### src/rtl/trace_capture.sv
// Triggered execution-trace buffer: snoops regfile and dmem writes, tags each with the PC,
// and serves them oldest-first over a valid/ready port. Define TRACE_WRAP_EN for ring mode.
module trace_capture #(
    parameter int ADDR_W    = 12,
    parameter int DATA_W    = 32,
    parameter int REG_IDX_W = 5,
    parameter int DEPTH     = 64,
    localparam int ENTRY_W  = 2 + 2*ADDR_W + DATA_W,
    localparam int CNT_W    = $clog2(DEPTH) + 1
) (
    input  logic                 clock,
    input  logic                 reset,
    input  logic                 arm,
    input  logic                 stop,
    input  logic [ADDR_W-1:0]    trig_pc,
    input  logic [ADDR_W-1:0]    pc,
    input  logic                 ctrl_writeEnable,
    input  logic [REG_IDX_W-1:0] ctrl_writeReg,
    input  logic [DATA_W-1:0]    data_writeReg,
    input  logic                 wren,
    input  logic [ADDR_W-1:0]    address_dmem,
    input  logic [DATA_W-1:0]    data,
    input  logic                 rd_ready,
    output logic                 rd_valid,
    output logic [ENTRY_W-1:0]   rd_entry,
    output logic [1:0]           state,
    output logic [CNT_W-1:0]     count,
    output logic [15:0]          dropped
);
    localparam int PTR_W = $clog2(DEPTH);
    localparam logic [CNT_W-1:0] FULL = CNT_W'(DEPTH);

    typedef enum logic [1:0] {S_IDLE = 2'd0, S_ARMED = 2'd1, S_CAPTURE = 2'd2, S_DONE = 2'd3} state_t;

    state_t             state_q, state_d;
    logic [PTR_W-1:0]   wptr_q, wptr_d, rptr_q, rptr_d;
    logic [CNT_W-1:0]   count_q, count_d;
    logic [15:0]        dropped_q, dropped_d;
    logic [ENTRY_W-1:0] buf_q [DEPTH];

    logic               reg_ev, mem_ev, recording, wr_en;
    logic [1:0]         drop_inc;
    logic [16:0]        drop_sum;
    logic [ENTRY_W-1:0] entry;

    assign reg_ev    = ctrl_writeEnable && (ctrl_writeReg != '0);
    assign mem_ev    = wren;
    assign recording = (state_q == S_CAPTURE) || ((state_q == S_ARMED) && (pc == trig_pc));

    // A mem write wins a same-cycle collision with a reg write.
    always_comb begin
        entry = '0;
        if (mem_ev)
            entry = {2'b10, pc, address_dmem, data};
        else if (reg_ev)
            entry = {2'b01, pc, ADDR_W'(ctrl_writeReg), data_writeReg};
    end

    assign rd_valid = (state_q == S_DONE) && (count_q != '0);
    assign rd_entry = rd_valid ? buf_q[rptr_q] : '0;
    assign state    = state_q;
    assign count    = count_q;
    assign dropped  = dropped_q;

    always_comb begin
        state_d   = state_q;
        wptr_d    = wptr_q;
        rptr_d    = rptr_q;
        count_d   = count_q;
        dropped_d = dropped_q;
        wr_en     = 1'b0;
        drop_inc  = 2'd0;
        drop_sum  = '0;

        case (state_q)
            S_IDLE, S_DONE: begin
                if (arm) begin
                    state_d   = S_ARMED;
                    wptr_d    = '0;
                    rptr_d    = '0;
                    count_d   = '0;
                    dropped_d = '0;
                end else if (rd_valid && rd_ready) begin
                    rptr_d  = rptr_q + 1'b1;
                    count_d = count_q - 1'b1;
                end
            end
            S_ARMED:   if (pc == trig_pc) state_d = S_CAPTURE;
            S_CAPTURE: if (stop) state_d = S_DONE;
            default:   state_d = S_IDLE;
        endcase

        if (recording && (reg_ev || mem_ev)) begin
            if (reg_ev && mem_ev)
                drop_inc = drop_inc + 2'd1;
            wr_en  = 1'b1;
            wptr_d = wptr_q + 1'b1;
`ifdef TRACE_WRAP_EN
            // Ring mode: overwrite the oldest entry, so the read side slides with the write side.
            if (count_q == FULL) begin
                rptr_d   = rptr_q + 1'b1;
                drop_inc = drop_inc + 2'd1;
            end else begin
                count_d = count_q + 1'b1;
            end
`else
            count_d = count_q + 1'b1;
            if (count_q == FULL - 1'b1)
                state_d = S_DONE;
`endif
        end

        if (drop_inc != 2'd0) begin
            drop_sum  = {1'b0, dropped_q} + 17'(drop_inc);
            dropped_d = drop_sum[16] ? 16'hFFFF : drop_sum[15:0];
        end
    end

    always_ff @(posedge clock) begin
        if (reset) begin
            state_q   <= S_IDLE;
            wptr_q    <= '0;
            rptr_q    <= '0;
            count_q   <= '0;
            dropped_q <= '0;
        end else begin
            state_q   <= state_d;
            wptr_q    <= wptr_d;
            rptr_q    <= rptr_d;
            count_q   <= count_d;
            dropped_q <= dropped_d;
        end
    end

    // Storage is never reset; stale contents are masked by rd_valid.
    always_ff @(posedge clock) begin
        if (wr_en && !reset)
            buf_q[wptr_q] <= entry;
    end
endmodule

### config.mk
export PLATFORM = sky130hd
export DESIGN_NAME = trace_capture
export DESIGN_NICKNAME = d
export VERILOG_FILES = /design/src/rtl/trace_capture.sv
export SDC_FILE = /design/constraint.sdc
export NUM_CORES = 2
export LEC_CHECK = 0
export CAP_MARGIN = 25
export CORE_MARGIN = 5
export CORE_UTILIZATION = 47
export CTS_BUF_LIST = sky130_fd_sc_hd__clkbuf_4 sky130_fd_sc_hd__clkbuf_8
export DETAILED_ROUTE_END_ITERATION = 16
export PLACE_DENSITY = 0.68
export SLEW_MARGIN = 20
export SYNTH_ARGS = -nofsm -noshare
export SYNTH_HDL_FRONTEND = slang
export SYNTH_SLANG_ARGS = --single-unit
### constraint.sdc
create_clock -name clock -period 9.28 [get_ports clock]
set_input_delay 2.32 -clock clock [delete_from_list [all_inputs] [get_ports clock]]
set_output_delay 2.32 -clock clock [all_outputs]
set_load 0.01 [all_outputs]
==> impl_summary.md <==
Clocking
Hold repair after CTS inserted 0 buffers. Clock tree synthesis inserted a total of 589 buffers. The clock root buffer master is clkbuf_8.

The total number of H-tree levels is 6. The number of gates resized after CTS was 0. TritonCTS built the clock tree. The clock reaches the later pin of the worst-skew pair after 1.18 ns. The number of clock sinks is 3755. The post-CTS setup repair buffer count is 0. Clock-pin slew was measured on the worst setup and hold paths at 0.06 ns.

The number of buffers on the longest clock path is 4.

Pwr
The ratio of total power to cell area is 206 nW/µm². Overall power consumption after layout is estimated at 34.2 mW. The cell leakage power is 47.4 nW. IR analysis of the VDD net gives a maximum drop of 0.000145 V.

Logic synthesis
The number of instances in the synthesized netlist is 6516. Counting distinct cell types in the post-synthesis netlist gives 68. The cell area after synthesis is 145000 µm². The number of synthesized flops with an enable pin is 3712.

The mean post-synth cell area is 22.2 µm². The most instantiated flip-flop cell in the synthesis netlist is edfxtp_1. The async set or reset register ratio after synthesis is 0. In this run, synthesis produced a sequential element count of 3755. The number of warnings printed during yosys synthesis is 0. The sequential element share of the synthesized area is 0.775.

The number of nets in the synthesized netlist is 6638.

Routing
In the routed design, unresolved DRC markers number 0. The number of detailed-route iterations in the first pass is 6. The overall routed net length is 422 mm. The average wire per standard cell is 35.7 µm.

The antenna violation net count after detailed routing is 0. Detailed routing inserted a total of 75500 vias. The initial detailed-routing violation count is 11100. Using the TritonRoute via totals, the vias-per-cell ratio works out to 6.39.

STA
The final hold violation count is 0. The summed negative setup slack over all endpoints is 0 ns. The headroom to the max-slew limit is 0.196. Counting I/O delays and the setup requirement, the final critical path takes 8.42 ns.

The final clock period utilization by the worst path is 0.907. At the pin with the least slew margin, the transition time is 1.21 ns. Setup violations remaining at the end of the flow were counted as 0. Based on the critical path, the design can be clocked at up to 0.119 GHz. The clock arrives with 0.0782 ns of skew. The final max-slew violation count is 0. Setup repair after global routing left no endpoint under its margin.

Global route
For this run the aggregate overflow at the end of global routing stands at 0. In the global route stage, overall resource usage came out at 0.263. For this run, global-route usage on met1 was measured as 0.365. The via count of the first global-routing pass is 75200. In the global route stage, met3 resource usage came out at 0.0684.

The met2 demand-to-capacity share in global routing is 0.403. The number of antenna violations at the first check in global routing was 21. met2 is the most crowded layer.

The largest net degree at the start of global routing is 104. The wire length of the first global-routing pass is 589 mm.

Die
The floorplan step defined a die boundary enclosing 319000 µm². The core region area is 306000 µm². The starting utilization of the core area is 0.473.

196 I/O pins were placed. From bottom edge to top edge, the die measures 565 µm. Measured along the x axis, the die boundary spans 565 µm. Row generation in the floorplan step produced 203 rows.

Run status
The run finished with clean final reports.

Cells and area
After the last flow step, the layout net total stands at 7370. The core occupancy in the finished layout is 0.542. The fraction of layout cells with a size suffix above 1 is 0.310. The final cell count without fillers is 11800. From synthesis to final layout, the design area changed by 14.6%. The library cell used most frequently in the layout, excluding fill and tap cells, is edfxtp_1. Leaving out fill and tap cells, the most frequent cells in the layout are 3712 x edfxtp_1, 946 x mux4_2, 594 x clkbuf_8.

Setup path
The start-to-end type of the worst setup path is register to primary output. The worst setup path is launched from a register. Data on the critical path arrives at its endpoint at 6.10 ns.

The setup check on the worst reg-to-reg path leaves a slack of 3.76 ns. The required time of the critical path is 6.96 ns. The kind of end point of the critical path is a primary output.

The maximum fanout along the worst path is 50.

Placed design
The congestion estimate from routability-driven global placement came to 0.867. Counting tap cells, the placed design contains a total of 10800 instances. Detailed placement ended at an HPWL of 251 mm.

The number of input and output port buffers inserted is 195.

Min path
The min-delay analysis places its worst path in the category register to register.

Flow run
The tool flagged a number of max-cap violations equal to 0.
## per-stage QoR
| stage | setup slack [ns] | cell area (µm²) | hold slack (ns) |
|---|---|---|---|
| floorplan | 2.39 | 145000 | 0.511 |
| global route | 0.865 | 166000 | 0.557 |
| CTS | 0.793 | 166000 | 0.538 |
| global placement | 1.56 | 154000 | 0.513 |
| finish | 0.860 | 166000 | 0.540 |
| detailed placement | 1.49 | 154000 | 0.521 |
## path summary, 6_finish.rpt
kind / start / cells after the start / to
max reg2reg: state[1] / 6 / buf_q[12][19]
min reg2reg: dropped[3] / 2 / dropped[3]
max: register / 8 / rd_entry[46]
min: dropped[3] / 2 / dropped[3]
## state kept, by name, summed over array words and instances (netlist names), named ones only
register  cells
dropped      16
wptr_q        6
buf_q      3712
state         2
rptr_q        6
count         7
## power breakdown
group	internal, mW	switching [mW]
clock	7.20	6.63
combinational	0.609	1.01
sequential	18.7	0.0179
total	26.5	7.66
## final cells by class
class,count,area (µm²)
well taps,4100,5130
diodes,4,10.0
repair buffers,502,5210
clock buffers,793,9670
clock inverters,255,1870
fillers,23000,140000
inverters,15,56.3
multi-input cells,2385,31700
flip-flops and latches,3755,112000
## synth_stat cells, types with 15 or more instances
master,instances,area [µm²]
a211oi_1,62,465
a21oi_1,116,581
a221oi_1,16,140
a22o_1,15,131
a22oi_1,110,826
and2_1,28,175
buf_1,30,113
buf_2,118,591
buf_4,52,390
clkbuf_1,152,571
dfxtp_1,43,861
edfxtp_1,3712,111000
inv_1,15,56.3
mux2_2,54,608
mux2i_1,187,1870
mux4_2,946,21300
nand2_1,203,762
nand2b_1,17,106
nand3_1,58,290
nor2_1,127,477
nor2b_1,56,350
nor3_1,42,210
o21ai_0,102,510
o22ai_1,59,369
xor2_1,17,149
## cells by family after synthesis
family | synth area share
flip-flops | 0.775
multiplexers | 0.164
AND/OR/NAND/NOR | 0.0200
AO/OA/AOI/OAI | 0.0258
buffers and inverters | 0.0126
XOR/XNOR | 0.00121
adder cells (fa/ha/maj) | 0.000864
## worst max-delay path: stages, from the launching register on
cell	delay, ns
dfxtp_4	0.77
buf_4	0.57
buf_4	0.73
mux4_2	0.60
mux2i_1	0.42
o22ai_1	0.30
o21ai_0	0.63
nand2_1	0.28
clkdlybuf4s50_1	0.55
## per-layer routing
metal  wire length [µm]  share of wire  up-vias
li1                   -              -    29200
met1             155000           0.37    39900
met2             196000           0.47     5460
met3              52500           0.12      859
met4              18400          0.044        8
met5                 51        0.00012        -
Power figures use the tool's default switching activity.
